## src/rtl/sr_latch_pkg.sv

```systemverilog
// Shared definitions for the gated SR latch driver: FSM encoding and
// the legal bounds of the pulse/guard timing parameters.
package sr_latch_pkg;

  typedef enum logic [2:0] {
    IDLE  = 3'd0,
    SETUP = 3'd1,
    PULSE = 3'd2,
    HOLD  = 3'd3,
    GUARD = 3'd4
  } state_t;

  localparam int CNT_W       = 4;
  localparam int PULSE_W_MIN = 1;
  localparam int PULSE_W_MAX = 15;
  localparam int GAP_W_MIN   = 3;
  localparam int GAP_W_MAX   = 15;

  // Down-counter load value for a phase of w cycles, forced into [lo, hi].
  function automatic logic [CNT_W-1:0] cnt_load(input int w, input int lo, input int hi);
    int v;
    v = (w < lo) ? lo : ((w > hi) ? hi : w);
    return CNT_W'(v - 1);
  endfunction

endpackage

```

## src/rtl/sync_2ff.sv

```systemverilog
// Two-flop synchroniser for a single asynchronous level.
module sync_2ff (
  input  logic clk,
  input  logic rst_n,
  input  logic d,
  output logic q
);

  logic meta;

  always_ff @(posedge clk or negedge rst_n) begin
    if (!rst_n) begin
      meta <= 1'b0;
      q    <= 1'b0;
    end else begin
      meta <= d;
      q    <= meta;
    end
  end

endmodule

```

## src/rtl/sr_latch_driver.sv

```systemverilog
// Sequences set/clear commands onto a downstream gated SR latch:
// data setup, gate pulse, data hold, then a guard gap with Q feedback check.
module sr_latch_driver
  import sr_latch_pkg::*;
#(
  parameter int PULSE_W        = 4,
  parameter int GAP_W          = 3,
  parameter bit SKIP_REDUNDANT = 1'b1
) (
  input  logic clk,
  input  logic rst_n,
  input  logic cmd_valid,
  input  logic cmd_op,
  output logic cmd_ready,
  output logic s,
  output logic r,
  output logic g,
  input  logic q_fb,
  input  logic err_clr,
  output logic latch_state,
  output logic known,
  output logic done,
  output logic err
);

  // state | meaning
  // IDLE  | waiting for a command, cmd_ready high
  // SETUP | S/R driven, gate low (data setup)
  // PULSE | gate high for PULSE_W cycles
  // HOLD  | gate low, S/R still driven (data hold)
  // GUARD | S/R/G low for GAP_W cycles, Q feedback checked on the last one

  localparam logic [CNT_W-1:0] PULSE_LD = cnt_load(PULSE_W, PULSE_W_MIN, PULSE_W_MAX);
  localparam logic [CNT_W-1:0] GAP_LD   = cnt_load(GAP_W, GAP_W_MIN, GAP_W_MAX);

  state_t           state;
  logic [CNT_W-1:0] cnt;
  logic             op_q;
  logic             q_sync;
  logic             cnt_zero;
  logic             redundant;
  logic             err_set;

  sync_2ff u_sync (
    .clk   (clk),
    .rst_n (rst_n),
    .d     (q_fb),
    .q     (q_sync)
  );

  // Gated by rst_n so ready is low throughout reset yet high right after release.
  assign cmd_ready = (state == IDLE) && rst_n;
  assign cnt_zero  = (cnt == '0);
  assign redundant = SKIP_REDUNDANT && known && (cmd_op == latch_state);
  assign err_set   = (state == GUARD) && cnt_zero && (q_sync != latch_state);

  always_ff @(posedge clk or negedge rst_n) begin
    if (!rst_n) begin
      state       <= IDLE;
      cnt         <= '0;
      op_q        <= 1'b0;
      s           <= 1'b0;
      r           <= 1'b0;
      g           <= 1'b0;
      latch_state <= 1'b0;
      known       <= 1'b0;
      done        <= 1'b0;
      err         <= 1'b0;
    end else begin
      done <= 1'b0;
      if (err_set) begin
        err <= 1'b1;
      end else if (err_clr) begin
        err <= 1'b0;
      end

      case (state)
        IDLE: begin
          if (cmd_valid) begin
            if (redundant) begin
              done <= 1'b1;
            end else begin
              state <= SETUP;
              op_q  <= cmd_op;
              s     <= cmd_op;
              r     <= ~cmd_op;
            end
          end
        end
        SETUP: begin
          state <= PULSE;
          g     <= 1'b1;
          cnt   <= PULSE_LD;
        end
        PULSE: begin
          if (cnt_zero) begin
            state       <= HOLD;
            g           <= 1'b0;
            latch_state <= op_q;
            known       <= 1'b1;
          end else begin
            cnt <= cnt - 1'b1;
          end
        end
        HOLD: begin
          state <= GUARD;
          s     <= 1'b0;
          r     <= 1'b0;
          cnt   <= GAP_LD;
        end
        GUARD: begin
          if (cnt_zero) begin
            state <= IDLE;
          end else begin
            cnt  <= cnt - 1'b1;
            done <= (cnt == 4'd1);
          end
        end
        default: state <= IDLE;
      endcase
    end
  end

endmodule

```

## config.mk

```make
export PLATFORM = sky130hd
export DESIGN_NAME = sr_latch_driver
export DESIGN_NICKNAME = d
export VERILOG_FILES = /design/src/rtl/sr_latch_pkg.sv /design/src/rtl/sync_2ff.sv /design/src/rtl/sr_latch_driver.sv
export SDC_FILE = /design/constraint.sdc
export NUM_CORES = 1
export LEC_CHECK = 0
export BUFFER_PORTS_ARGS = -buffer_cell sky130_fd_sc_hd__buf_2
export CORE_MARGIN = 4
export CORE_UTILIZATION = 50
export DETAILED_ROUTE_END_ITERATION = 8
export PLACE_DENSITY = 0.71
export SLEW_MARGIN = 20
export SYNTH_ARGS = -nofsm -noshare
export SYNTH_HDL_FRONTEND = slang
export SYNTH_HIERARCHICAL = 1
export SYNTH_SLANG_ARGS = --single-unit
```

## constraint.sdc

```tcl
create_clock -name clk -period 2.37 [get_ports clk]
set_input_delay 0.1185 -clock clk [delete_from_list [all_inputs] [get_ports clk]]
set_output_delay 0.1185 -clock clk [all_outputs]
set_load 0.02 [all_outputs]
```

Yosys cells after proc, flatten, opt, wreduce, memory -nomap -nowiden
Index checks and enable logic that the tools add are counted.

cells by class
  $add $sub $neg = 1
  multipliers = 0
  divide/modulo/power cells = 0
  order comparisons = 0
  equal/unequal tests = 12
  shift-type cells = 0
  mux-type cells = 21
  bitwise operators = 2
  reductions and logical operators = 17

operators by type and width
  cell                                                                   number
  3-bit one-hot mux with 5 select lines                                  1
  3-bit two-way mux                                                      4
  4-bit one-hot mux with 3 select lines                                  1
  1-bit two-way mux                                                      10
  2-bit != test, second input constant                                   5
  1-bit one-hot mux with 2 select lines                                  4
  3-bit by 2-bit equality test with 1-bit output, second input constant  2
  2-bit AND reduction                                                    3
  3-bit AND reduction                                                    2
  2-bit nonzero test                                                     3
  4-bit by 1-bit equality test with 1-bit output, second input constant  1
  1-bit logical AND                                                      4
  4-bit logical NOT                                                      1
  4-bit two-way mux                                                      1
  4-bit AND reduction                                                    1
  4-bit by 1-bit subtractor with 4-bit output, second input constant     1
  3-bit by 1-bit equality test with 1-bit output, second input constant  1
  3-bit equality test, second input constant                             1
  3-bit logical NOT                                                      1
  3-bit nonzero test                                                     1
  1-bit inverter                                                         2
  2-bit OR reduction                                                     1
  1-bit equality test                                                    1
  1-bit != test                                                          1

storage, ports and cells
  bits in registers = 17
  latch bits = 0
  bits in writable memories = 0
  ROM bits = 0
  input bits = 6
  output and inout bits = 8
  logic and storage cells = 65
  memories = 0

Depth between registers and ports, before layout
  depth after elaboration = 5
  depth in mapped cells = 6
  gate-level depth less buffers = 5

Cells and area by module
The synthesis kept the hierarchy.

modules (own cells, without submodules)
  module           instances  cells each  area an instance (um2)  sequential area each (um2)
  sr_latch_driver  1          104         975.9                   375.4
  sync_2ff         1          2           50.0                    50.0

Least setup slack after synthesis
Ideal clock, no wire load.

  path type = reg-to-reg
  from = register cnt[0]
  to = register cnt[1]
  library setup time = 94 ps
  arrival = 1,632 ps
  data required time = 2,276 ps
  slack = 644 ps
  stages on the path, launching flop included = 7
  path buffers = 1
  cells stage by stage = dfrtp_1 inv_1 ha_1 or3b_1 buf_2 a31o_1 a221oi_2

on the way
  cells in the longest elaborated chain, start to end = 3
  elaborated cells on any way between the ends = 6
  those cells by class = add/sub (1); eq/ne (1); mux (2); reduce/logical (2)

ends and longest elaborated chain
  what                                                                              RTL line                                                               source
  start, declared                                                                   sr_latch_driver.sv:37                                                  logic [CNT_W-1:0] cnt;
  start signal, assigned                                                            sr_latch_driver.sv:102                                                 cnt <= cnt - 1'b1;
  start signal, assigned                                                            sr_latch_driver.sv:115                                                 cnt <= cnt - 1'b1;
  4-bit by 1-bit subtractor with 4-bit output or 4-bit logical NOT (tied branches)  sr_latch_driver.sv:102, sr_latch_driver.sv:115, sr_latch_driver.sv:53
  4-bit two-way mux or 2-bit != test (tied branches)                                --
  4-bit one-hot mux with 3 select lines or 2-bit AND reduction (tied branches)      --

Several ways; a longest one is shown, not always the timed one. The select of a mux whose other input is x is not followed.
A chain may end at the register's enable or synchronous reset.

Worst setup path in the final report
Ends and elaborated chain as after synthesis.

==> results.md <==
- Final setup TNS: 0 ns
- Worst path slowest cell: or3b_1
- Pin count of the biggest net entering global routing: 19
- FFs w/ async S/R, synth: 1.00
- DRT iter0 DRCs: 16
- Critical path endpoint category: register
- Biggest regs: cnt: 4 flops, state: 3 flops
- Net Count, Synth: 114
- Hold Path Class: in2reg
- Final Hold Viols: 0
- Total Routing Usage GR: 0.170
- LEAKAGE: approximately 0.50 nW
- Vert. Die Dim: 53.3 um
- Starting density of the core: 0.523
- Max reg flops: 4
- Crit share post-route: 0.792
- Total wire length: 1940 um
- Commonest non-fill, non-tap cells in the layout: 17 x dfrtp_1, 13 x buf_2, 8 x nor2_1, 8 x inv_1
- Clock slew at reported path FFs: roughly 0.10 ns
- DRT Pass-1 Iters: 4
- Worst slew margin: 0.561
- Clk sinks: 17
- Routed len/inst: 13.2 um
- First-pass GRT wire length: 3500 um
- Cells on worst reg2reg path: 5
- Sequential fraction of the synthesis area: 0.415
- Final setup vio count: 0
- Final ANT Viol Nets: 0
- Die W: 53.3 um
- GRT overflow: 0
- VDD IR-drop max: 881 uV
- Worst slew pin tran: roughly 0.65 ns
- Register bit total from synthesis: 17
- Mapped Cells: 106
- Yosys cell types: between 40 and 50
- Final std cells w/o fill: 147
- Fmax: 533 MHz
- DIE AREA: 2840 um2
- Pwr Density: 1180 nW/um2
- EDFF count, synth: 0
- Layout cell share with drive strength beyond 1: 0.200
- Vias/cell: roughly 5.6
- CTS H-tree lvls: 1
- Status: complete, no violations
- CTS root buf: clkbuf_4
- Clk Latency, worst-skew pair: 0.29 ns
- Ys Warns: 6
- Crit path required time: between 2 and 3 ns
- DP Wirelength: 1460 um
- Critical Path Source Type: register
- Nets: between 100 and 150
- Core box area: a little under 2000 um2
- DP Cell Count: 141
- RSZ-0062 raised after global routing: no
- Num ports: 14
- Min Tclk post-route: 1.88 ns
- # resized after CTS: 0
- Max-slew violations: 0
- Clock tree buffer depth: 2
- TritonCTS clock tree: yes
- Synthesized area: 1030 um2
- I/O Buffers: 13
- Crit Path Category: reg2reg
- DR vias: 829
- ANT cells: 0
- Area growth from synthesis to layout: 12.6%
- Antenna violations before repair: 0
- Crit path cell chain: inv_1 -> ha_1 -> or3b_1 -> a31o_1 -> a221oi_2
- Top_reg_cell synth: dfrtp_1
- DRC Markers: 0
- Worst EP arrival: 2.09 ns
- RePlAce Congestion: 0.805
- Max-cap violations: 0
- Fillcell total: 189
- Setup Skew: 0.00797 ns
- CTS Buf Count: 3
- Most flops, register: cnt
- Number of global-route vias before repair: 785
- Row count: 16
- Syn avg cell area: 9.68 um2
- Max incr delay on CP: 0.47 ns
- Hold path cells: 2
- Number of setup buffers added after CTS: 0
- Most common cell after layout, fill and taps aside: dfrtp_1
- Critical Path Fanout Max: 8
[synthesized netlist by cell type, types with 2 or more instances]
library cell | n | area share
a211o_1 | 2 | 0.017
a31oi_1 | 3 | 0.018
nor3_1 | 3 | 0.015
o31ai_1 | 2 | 0.015
mux2i_1 | 5 | 0.049
nand3_1 | 3 | 0.015
a21oi_1 | 3 | 0.015
nor2_1 | 8 | 0.029
nor2b_1 | 4 | 0.024
xnor2_1 | 2 | 0.017
dfrtp_1 | 17 | 0.41
o21ai_0 | 3 | 0.015
a21o_1 | 2 | 0.015
nand2b_1 | 2 | 0.012
ha_1 | 2 | 0.024
nand3b_1 | 4 | 0.029
nand2_1 | 5 | 0.018
inv_1 | 8 | 0.029
o32ai_1 | 2 | 0.017
buf_2 | 5 | 0.024
[kinds of logic (layout without fill, tap and decap cells)]
kind of cell	Yosys count	in the layout	share of synthesized area
AOI/OAI and AO/OA	24	24	0.173
xor gates and xnor gates	3	3	0.0256
adders and majority gates	2	2	0.0244
buffers and inverters	15	29	0.0610
DFF	17	17	0.415
muxes	7	7	0.0707
and+or+nand+nor	38	38	0.230
[worst paths after layout]
kind	start	to	slack (ns)
worst max register to register	cnt[0]	cnt[1]	0.49
worst min-delay path	err_clr	err	0.01
min in group asynchronous	rst_n	cnt[1]	0.27
worst min register to register	u_sync/meta	u_sync/q	0.36
worst max-delay path	cnt[0]	cnt[1]	0.49
max in group asynchronous	rst_n	done	1.82
[worst max-delay path, delay by kind of cell, from the launching register on]
kind,cells,cell delay (ns)
simple gates,1,0.47
compound gates,2,0.47
flops,1,0.46
fa+ha+maj,1,0.28
buf+inv,1,0.11
[cell type report]
| class | count | area (um2) | area share |
|---|---|---|---|
| multi-input combinational | 74 | 538 | 0.466 |
| sequential | 17 | 425 | 0.368 |
| timing repair buffer | 17 | 100 | 0.0867 |
| tap | 27 | 33.8 | 0.0293 |
| inverter | 8 | 30.0 | 0.0260 |
| clock buffer | 3 | 22.5 | 0.0195 |
| clock inverter | 1 | 5.00 | 0.00433 |
[per-stage QoR]
| step | hold WS, ns | worst slack, ns | power [mW] | util | cell area [um2] |
|---|---|---|---|---|---|
| 2_1_floorplan | -0.177 | 0.644 | 1.05 | - | 1030 |
| 3_3_place_gp | 0.0723 | 0.590 | 1.19 | 0.564 | 1110 |
| 3_5_place_dp | 0.0696 | 0.499 | 1.21 | 0.564 | 1110 |
| 4_1_cts | 0.00819 | 0.474 | 1.37 | 0.589 | 1150 |
| 5_1_grt | 0.00999 | 0.368 | 1.48 | 0.589 | 1150 |
| 6_report | 0.0147 | 0.494 | 1.36 | 0.589 | 1150 |
[metal layers]
| metal | vias to the layer above | GRT usage | part of all wire |
|---|---|---|---|
| met3 | 3 | 0.0620 | 0.060 |
| met2 | 23 | 0.269 | 0.46 |
| met4 | 0 | 0.0383 | 0.0062 |
| met5 | - | 0 | 0 |
| met1 | 390 | 0.219 | 0.47 |
| li1 | 413 | - | - |
[report_power, final]
part	leakage, nW	internal (mW)	switching (mW)	total (mW)
registers	0.199	0.387	0.136	0.523
clock network	0.0177	0.0629	0.0901	0.153
logic	0.282	0.316	0.365	0.681
[repair_timing]
| item | in CTS | in global routing |
|---|---|---|
| hold buffers | 2 | 0 |
| setup endpoints to repair | 0 | 0 |
| endpoints found under the hold margin | 18 | 0 |
Power figures use the tool's default switching activity.
